$ cat src/rtl/decoder_receiver.sv
// decoder_receiver: loading-side packet decoder for IO_Module.
// Packets arrive on CPU_Bus as one header word followed by payload word pairs
// (low word first, then high word). Each pair becomes one 64-bit element that is
// written to IO memory at (base + element index), wrapping modulo 2^ADDRESS_WIDTH.
//
// Optional feature macro: DECODER_CHECKSUM_EN
//   When defined, every packet carries a trailer word equal to the XOR of the header
//   and all payload words. A CHK state consumes it, and Checksum_Error reports a
//   mismatch alongside the end-of-packet pulse.
//
// Handshake: Loading_Enable is a valid-only qualifier with no ready. A word presented
// while Loading_Enable is high is consumed in IDLE, LOW, HIGH (and CHK). It is ignored
// in DONE, so the sender leaves at least one idle cycle after the last word of a packet.
//
// dbg_state exposes the FSM state: 0 IDLE, 1 LOW, 2 HIGH, 3 CHK, 4 DONE.
module decoder_receiver #(
  parameter int ADDRESS_WIDTH = 13,  // must be <= 16
  parameter int DATA_WIDTH    = 64   // fixed: two bus words per element
) (
  input  logic                     CLK,
  input  logic                     RST,
  input  logic [31:0]              CPU_Bus,
  input  logic                     Loading_Enable,
  output logic                     Done_Loading,
  output logic                     Done_Processing_Current_Packet,
  output logic                     Memory_WR_Enable,
  output logic [ADDRESS_WIDTH-1:0] Memory_Address_WR,
  output logic [DATA_WIDTH-1:0]    Memory_Data_WR,
`ifdef DECODER_CHECKSUM_EN
  output logic                     Checksum_Error,
`endif
  output logic [2:0]               dbg_state
);

  typedef enum logic [2:0] {
    IDLE = 3'd0,
    LOW  = 3'd1,
    HIGH = 3'd2,
    CHK  = 3'd3,
    DONE = 3'd4
  } state_t;

  // State entered once the payload is exhausted (or immediately for N = 0).
`ifdef DECODER_CHECKSUM_EN
  localparam state_t TAIL = CHK;
`else
  localparam state_t TAIL = DONE;
`endif

  state_t                   state;
  logic                     last_pkt;   // header bit 31
  logic [12:0]              elem_cnt;   // N from the header
  logic [12:0]              elem_idx;   // elements written so far
  logic [ADDRESS_WIDTH-1:0] base_addr;
  logic [31:0]              low_word;   // low half of the element being assembled
`ifdef DECODER_CHECKSUM_EN
  logic [31:0]              chk_acc;    // running XOR of header and payload
  logic                     chk_bad;    // trailer mismatch, published in DONE
`endif

  assign dbg_state = state;

  // Packet FSM with registered outputs; all state is cleared asynchronously.
  always_ff @(posedge CLK or negedge RST) begin
    if (!RST) begin
      state                          <= IDLE;
      last_pkt                       <= 1'b0;
      elem_cnt                       <= '0;
      elem_idx                       <= '0;
      base_addr                      <= '0;
      low_word                       <= '0;
      Done_Loading                   <= 1'b0;
      Done_Processing_Current_Packet <= 1'b0;
      Memory_WR_Enable               <= 1'b0;
      Memory_Address_WR              <= '0;
      Memory_Data_WR                 <= '0;
`ifdef DECODER_CHECKSUM_EN
      chk_acc                        <= '0;
      chk_bad                        <= 1'b0;
      Checksum_Error                 <= 1'b0;
`endif
    end else begin
      // Strobes default low; address and data hold between writes.
      Memory_WR_Enable               <= 1'b0;
      Done_Processing_Current_Packet <= 1'b0;
      case (state)
        IDLE: begin
          if (Loading_Enable) begin
            last_pkt     <= CPU_Bus[31];
            elem_cnt     <= CPU_Bus[28:16];
            base_addr    <= CPU_Bus[ADDRESS_WIDTH-1:0];
            elem_idx     <= '0;
            Done_Loading <= 1'b0;
`ifdef DECODER_CHECKSUM_EN
            chk_acc        <= CPU_Bus;
            chk_bad        <= 1'b0;
            Checksum_Error <= 1'b0;
`endif
            state <= (CPU_Bus[28:16] == 13'd0) ? TAIL : LOW;
          end
        end
        LOW: begin
          if (Loading_Enable) begin
            low_word <= CPU_Bus;
`ifdef DECODER_CHECKSUM_EN
            chk_acc  <= chk_acc ^ CPU_Bus;
`endif
            state    <= HIGH;
          end
        end
        HIGH: begin
          if (Loading_Enable) begin
            Memory_Data_WR    <= {CPU_Bus, low_word};
            Memory_Address_WR <= base_addr + ADDRESS_WIDTH'(elem_idx);
            Memory_WR_Enable  <= 1'b1;
            elem_idx          <= elem_idx + 13'd1;
`ifdef DECODER_CHECKSUM_EN
            chk_acc           <= chk_acc ^ CPU_Bus;
`endif
            state <= (elem_idx + 13'd1 == elem_cnt) ? TAIL : LOW;
          end
        end
`ifdef DECODER_CHECKSUM_EN
        CHK: begin
          if (Loading_Enable) begin
            chk_bad <= (chk_acc != CPU_Bus);
            state   <= DONE;
          end
        end
`endif
        DONE: begin
          Done_Processing_Current_Packet <= 1'b1;
          if (last_pkt) Done_Loading <= 1'b1;
`ifdef DECODER_CHECKSUM_EN
          Checksum_Error <= chk_bad;
`endif
          state <= IDLE;
        end
        default: state <= IDLE;
      endcase
    end
  end

endmodule
$ cat config.mk
export PLATFORM = sky130hd
export DESIGN_NAME = decoder_receiver
export DESIGN_NICKNAME = d
export VERILOG_FILES = /design/src/rtl/decoder_receiver.sv
export SDC_FILE = /design/constraint.sdc
export NUM_CORES = 1
export LEC_CHECK = 0
export CAP_MARGIN = 15
export CORE_UTILIZATION = 53
export CTS_CLUSTER_SIZE = 40
export DETAILED_ROUTE_END_ITERATION = 8
export PLACE_DENSITY_LB_ADDON = 0.3
export SYNTH_ARGS = -nofsm -noshare
export SYNTH_HDL_FRONTEND = slang
export SYNTH_SLANG_ARGS = --single-unit
$ cat constraint.sdc
create_clock -name CLK -period 2.65 [get_ports CLK]
set_input_delay 0.53 -clock CLK [delete_from_list [all_inputs] [get_ports CLK]]
set_output_delay 0.53 -clock CLK [all_outputs]
set_load 0.005 [all_outputs]
==> flow_metrics.env, run 1 <==
export IMPL_status="finished, final reports clean"
export IMPL_instances_no_fill=985
export IMPL_numPortBuffers=117
export IMPL_hold_ws_ps=119.5
export IMPL_slowest_delay_ps=400
export IMPL_synth_ff_type="dfrtp_1"
export IMPL_path_cells="ha_1 -> inv_1 -> fa_1 -> nor2b_1 -> o21a_1 -> o21ai_1 -> a2111oi_1 -> buf_4 -> nor3_1 -> o31a_1"
export IMPL_synth_edf_count=0
export IMPL_synth_area_mux_share=0.1030
export IMPL_rr_endpoint="Memory_Address_WR[12]"
export IMPL_critical_path_class="reg2reg"
export IMPL_synth_area_mm2=0.006922
export IMPL_cts_buffers_inserted=17
export IMPL_grtUsageTotal=0.2637
export IMPL_num_rows=41
export IMPL_clk_latency_ps=430
export IMPL_drt_vias_per_instance=5.363
export IMPL_first_iter_violations=324
export IMPL_grt_max_degree=90
export IMPL_area_growth_pct=29.59
export IMPL_placed_area_mm2=0.008392
export IMPL_core_area_mm2=0.01267
export IMPL_die_area_mm2=0.01352
export IMPL_synthTopCellsByCount="225 x nand2_1, 155 x dfrtp_1, 58 x mux2_2"
export IMPL_ir_drop_mv=0.6583
export IMPL_grt_pass1_wl_um=26830
export IMPL_worstSetupStartpointType="flop"
export IMPL_synth_distinct_cells=54
export IMPL_hold_class="in2async"
export IMPL_wl_per_cell_um=16.60
export IMPL_cellPowerDensity_mw_per_mm2=1060
export IMPL_required_ps=2960
export IMPL_r2r_slack_ps=270
export IMPL_avgSynthCellArea_um2=10.27
export IMPL_io_pins=118
export IMPL_worstPathArrival_ps=2690
export IMPL_crit_path_top_delay_cell="fa_1"
export IMPL_critPathLaunch="elem_idx[0]"
export IMPL_ys_seq_area_frac=0.5604
export IMPL_synth_top_area_cell="dfrtp_1"
export IMPL_setup_violations_final=0
export IMPL_hpwl_um=11540
export IMPL_cts_tree="built"
export IMPL_dr_pass1_iters=4
export IMPL_synth_xor_area_share=0.02404
export IMPL_placed_cells=954
export IMPL_final_area_mm2=0.008970
export IMPL_cts_buffer_depth=2
export IMPL_vias=5283
export IMPL_synth_area_top_cells="dfrtp_1 56%, nand2_1 12%, mux2_2 9.4%"
export IMPL_fmax_ghz=0.4204
export IMPL_leakagePower_uw=0.004106
export IMPL_synthSimpleGateAreaFrac=0.1828
export IMPL_clock_sinks=155
export IMPL_path_clk_slew_ps=60
export IMPL_clock_skew_final_ps=7.287
export IMPL_synth_most_common_cell="nand2_1"
export IMPL_start_util=0.5463
export IMPL_cts_hold_buf=0
export IMPL_ys_ff_latch=155
export IMPL_max_slew_margin_rel=0.4529
export IMPL_cp_endpoint="Memory_Address_WR[12]"
export IMPL_report_final_slew_viol_count=0
export IMPL_gpl_final_weighted_congestion=0.8441
export IMPL_syn_nets=723
export IMPL_ctsHtreeMaxLevel=4
export IMPL_synth_adder_area_share=0.02639
export IMPL_layout_drive_gt1_share=0.1538
export IMPL_final_nets=850
export IMPL_die_w_um=116.3
export IMPL_max_cap_violations=0
export IMPL_async_flop_share=1.000
export IMPL_antenna_cells=0
export IMPL_total_power_uw=9504
export IMPL_syn_inst=674
export IMPL_tns_ps=0
export IMPL_drcViolationCount=0
export IMPL_antenna_found_initial=0
export IMPL_r2r_cells=10
export IMPL_fin_crit_sh=0.8975
export IMPL_synth_top_family_by_area="simple AND/OR/NAND/NOR gates"
export IMPL_routed_wl_um=16360
export IMPL_r2r_start="elem_idx[0]"
export IMPL_die_h_um=116.3
export IMPL_grt_setup_unrepaired="no"
export IMPL_min_period_ps=2378
export IMPL_antenna_left=0
export IMPL_end_kind="flop"
export IMPL_synth_compound_area_share=0.07393
export IMPL_yosysWarnings=0
export IMPL_grt_overflow=0
export IMPL_worst_slew_pin_slew_ps=820.7
export IMPL_hold_viol=0
export IMPL_synth_top_area_frac=0.5604
export IMPL_root_buffer="clkbuf_16"
export IMPL_first_global_vias=5308
export IMPL_cp_max_fo=4
[how the worst min path moves through the flow]
stage                           endpoint  slack (ps)  cells after the start
floorplan                   Done_Loading         230                      0
global placement      Memory_Data_WR[14]         440                      2
detailed placement    Memory_Data_WR[19]         450                      2
CTS                 Memory_Address_WR[2]         140                      2
global route                 elem_idx[5]         160                      2
finish                       elem_idx[6]         120                      2
[layout make-up]
cell class,instances,area (um^2)
inverters,14,52.55
clock buffers,21,460.4
flip-flops and latches,155,3879
clock inverters,10,116.4
well taps,172,215.2
repair buffers,142,1398
multi-input cells,471,2849
fillers,962,3701
[registers in the layout, indices dropped and copies added (netlist names)]
name,flops
elem_cnt,13
dbg_state,3
Done_Loading,1
Memory_Data_WR,64
low_word,32
last_pkt,1
Memory_WR_Enable,1
Done_Processing_Current_Packet,1
base_addr,13
Memory_Address_WR,13
elem_idx,13
[where the power goes]
group	internal, uW	switching [uW]
logic	1850	1280
registers	3340	663
clock network	1430	934
[metal layers]
layer / GRT usage / part of all wire
met2: 0.4249 / 0.49
met3: 0.06175 / 0.057
met1: 0.3412 / 0.43
met5: 0 / 0
met4: 0.1179 / 0.025
[timing repair]
item / in CTS / in global routing
endpoints found under the setup margin: 0 / 2
setup buffers: 0 / 0
resized for setup: 0 / 2
[critical path, delay by kind of cell, from the launching register on]
family,cells,cell delay [ps]
compound gates,4,880
fa+ha+maj,2,580
flops,1,370
buf+inv,2,240
simple gates,2,180
[cells in the final DEF, fill, tap and decap left out, types with 13 or more instances in the layout]
master / n
mux2_2: 58
nand2_1: 225
buf_4: 22
clkbuf_16: 17
clkdlybuf4s50_1: 116
a21oi_1: 13
nor3_1: 17
dfrtp_1: 155
o21ai_0: 23
ha_1: 13
[cell families after synthesis]
logic type / count (synthesis)
compound gates: 77
mux: 64
buf+inv: 48
flops: 155
fa+ha+maj: 14
simple gates: 297
xor+xnor: 19
[metrics by stage]
step / setup slack, ps / utilization
6_report: 271.6 / 0.7079
3_5_place_dp: 118.8 / 0.6623
3_3_place_gp: 194.6 / 0.6623
4_1_cts: 140.9 / 0.7078
2_1_floorplan: 270.9 / -
5_1_grt: 61.39 / 0.7079
Note: power is estimated with default switching activity, not from simulation.
==> run 2: changes to the inputs <==
--- a/config.mk
+++ b/config.mk
@@ -5,6 +5,7 @@
 export SDC_FILE = /design/constraint.sdc
 export NUM_CORES = 1
 export LEC_CHECK = 0
+export ABC_CLOCK_PERIOD_IN_PS = 2650
 export CAP_MARGIN = 15
 export CORE_UTILIZATION = 53
 export CTS_CLUSTER_SIZE = 40
==> results of run 2 <==
Same layout as run 1: the final DEF is identical, and so are final timing and power.
==> run 3: changes to the inputs <==
--- a/config.mk
+++ b/config.mk
@@ -7,9 +7,10 @@
 export LEC_CHECK = 0
 export ABC_CLOCK_PERIOD_IN_PS = 2650
 export CAP_MARGIN = 15
-export CORE_UTILIZATION = 53
+export CORE_UTILIZATION = 63
 export CTS_CLUSTER_SIZE = 40
 export DETAILED_ROUTE_END_ITERATION = 8
+export DONT_BUFFER_PORTS = 1
 export PLACE_DENSITY_LB_ADDON = 0.3
 export SYNTH_ARGS = -nofsm -noshare
 export SYNTH_HDL_FRONTEND = slang
==> run 3 against run 2 <==
The run now ends with negative hold slack left. Count of clock-buffer cells in the layout grew 2. First-iteration DRC count increased by 31%. Die area fell by 16%. Combinational power fell by 43%. Routed wire length shrank 8.7%. Sequential share of layout area increased by 7.3 points. Sequential power increased by 3%. Final area fell by 14%. Critical path type unchanged. Largest cell class unchanged.
==> flow_metrics.env, run 3 (synthesis results as in run 1) <==
export IMPL_clk_latency_ps=540
export IMPL_wl_per_cell_um=18.24
export IMPL_critical_path_class="reg2reg"
export IMPL_report_final_slew_viol_count=0
export IMPL_required_ps=3070
export IMPL_hold_viol=155
export IMPL_end_kind="flop"
export IMPL_worstSetupStartpointType="flop"
export IMPL_tns_ps=0
export IMPL_antenna_found_initial=0
export IMPL_dr_pass1_iters=4
export IMPL_hold_class="in2async"
export IMPL_grt_pass1_wl_um=24540
export IMPL_setup_violations_final=0
export IMPL_num_rows=37
export IMPL_drcViolationCount=0
export IMPL_io_pins=118
export IMPL_die_area_mm2=0.01141
export IMPL_hpwl_um=9958
export IMPL_ctsHtreeMaxLevel=4
export IMPL_root_buffer="clkbuf_8"
export IMPL_worst_slew_pin_slew_ps=745.8
export IMPL_ir_drop_mv=0.8396
export IMPL_cts_buffer_depth=2
export IMPL_cp_max_fo=4
export IMPL_die_w_um=106.8
export IMPL_vias=4803
export IMPL_leakagePower_uw=0.003604
export IMPL_path_delay_family="compound AO/OA/AOI/OAI gates"
export IMPL_die_h_um=106.8
export IMPL_core_area_mm2=0.01051
export IMPL_max_cap_violations=0
export IMPL_first_iter_violations=424
export IMPL_path_clk_slew_ps=60
export IMPL_routed_wl_um=14940
export IMPL_area_growth_pct=10.83
export IMPL_worstPathArrival_ps=2890
export IMPL_layout_drive_gt1_share=0.1654
export IMPL_r2r_cells=9
export IMPL_antenna_left=0
export IMPL_path_cells="ha_1 -> inv_1 -> fa_1 -> nor2b_1 -> o21a_1 -> o21ai_0 -> a2111oi_2 -> nor3_1 -> o31a_1"
export IMPL_final_nets=719
export IMPL_fin_crit_sh=0.9298
export IMPL_numPortBuffers=0
export IMPL_antenna_cells=0
export IMPL_min_period_ps=2464
export IMPL_critical_path_depth=9
export IMPL_clock_skew_final_ps=6.482
export IMPL_fill_cells=722
export IMPL_max_slew_margin_rel=0.4975
export IMPL_start_util=0.6586
export IMPL_slowest_delay_ps=480
export IMPL_cts_tree="built"
export IMPL_first_global_vias=4890
export IMPL_grt_setup_unrepaired="no"
export IMPL_crit_path_top_delay_cell="a2111oi_2"
export IMPL_largest_reg_flops=64
export IMPL_cellPowerDensity_mw_per_mm2=1099
export IMPL_post_cts_setup_buffer_count=0
export IMPL_gpl_final_weighted_congestion=0.9463
export IMPL_layout_common_cells="225 x nand2_1, 155 x dfrtp_1, 58 x mux2_2"
export IMPL_fmax_ghz=0.4058
export IMPL_grt_max_degree=156
export IMPL_drt_vias_per_instance=5.864
export IMPL_regMostFlops="Memory_Data_WR"
export IMPL_status="finished with violations"
export IMPL_crit_buf_inv=1
export IMPL_violations="negative hold slack"
export IMPL_hold_ws_ps=-306.6
export IMPL_grtUsageTotal=0.2858
export IMPL_cts_buffers_inserted=17
export IMPL_grt_overflow=0
export IMPL_clock_sinks=155
export IMPL_final_common_cell="nand2_1"
export IMPL_reg_top3="Memory_Data_WR x64, low_word x32"
## run 3: path summary, 6_finish.rpt
| check | from | to | slack [ps] |
|---|---|---|---|
| setup reg to reg | elem_idx[0] | Memory_Address_WR[12] | 190 |
| hold reg to reg | low_word[19] | Memory_Data_WR[19] | 470 |
| hold / removal | RST | Memory_Address_WR[3] | -310 |
| setup / recovery | elem_idx[0] | Memory_Address_WR[12] | 190 |
| min in group CLK | CPU_Bus[12] | Memory_Data_WR[44] | 100 |
| max in group asynchronous | RST | elem_idx[10] | 2730 |
## run 3: metrics by stage
stage | worst slack [ps] | util | cell area [um^2] | cells | power, uW
floorplan | 270.9 | - | 6922 | 674 | 5375
global placement | 215.4 | 0.6703 | 7044 | 787 | 5806
detailed placement | 96.80 | 0.6703 | 7044 | 787 | 5938
CTS | 77.32 | 0.7293 | 7664 | 819 | 8465
global route | 31.45 | 0.7300 | 7671 | 819 | 8941
finish | 186.0 | 0.7300 | 7671 | 819 | 8430
## run 3: repair_timing
item / in CTS / in global routing
endpoints found under the setup margin: 0 / 2
resized for setup: 0 / 3
hold endpoints to repair: 155 / 155
## run 3: final cells by class
| cell class | count | area (um^2) | area share |
|---|---|---|---|
| clock buffers | 23 | 486.7 | 0.06345 |
| clock inverters | 9 | 132.6 | 0.01729 |
| inverters | 14 | 52.55 | 0.006850 |
| multi-input cells | 471 | 2855 | 0.3722 |
| flip-flops and latches | 155 | 3879 | 0.5056 |
| well taps | 136 | 170.2 | 0.02218 |
| repair buffers | 11 | 95.09 | 0.01240 |
## run 3: per-layer routing
layer	part of all wire	GRT usage	vias to the layer above
li1	-	-	2263
met1	0.43	0.3672	2356
met2	0.48	0.4498	163
met3	0.071	0.1040	21
met4	0.015	0.09883	0
met5	0	0	-
## run 3: worst reg2reg max path: cells and delay by family, from the launching register on
kind | cells | cell delay [ps]
compound gates | 4 | 1100
fa+ha+maj | 2 | 590
buf+inv | 1 | 60
flops | 1 | 350
simple gates | 2 | 250
## run 3: power by group
part	internal, uW	total (uW)	switching (uW)
Sequential	3340	4130	786
Clock	1560	2510	946
Combinational	879	1790	911
Total	5790	8430	2640
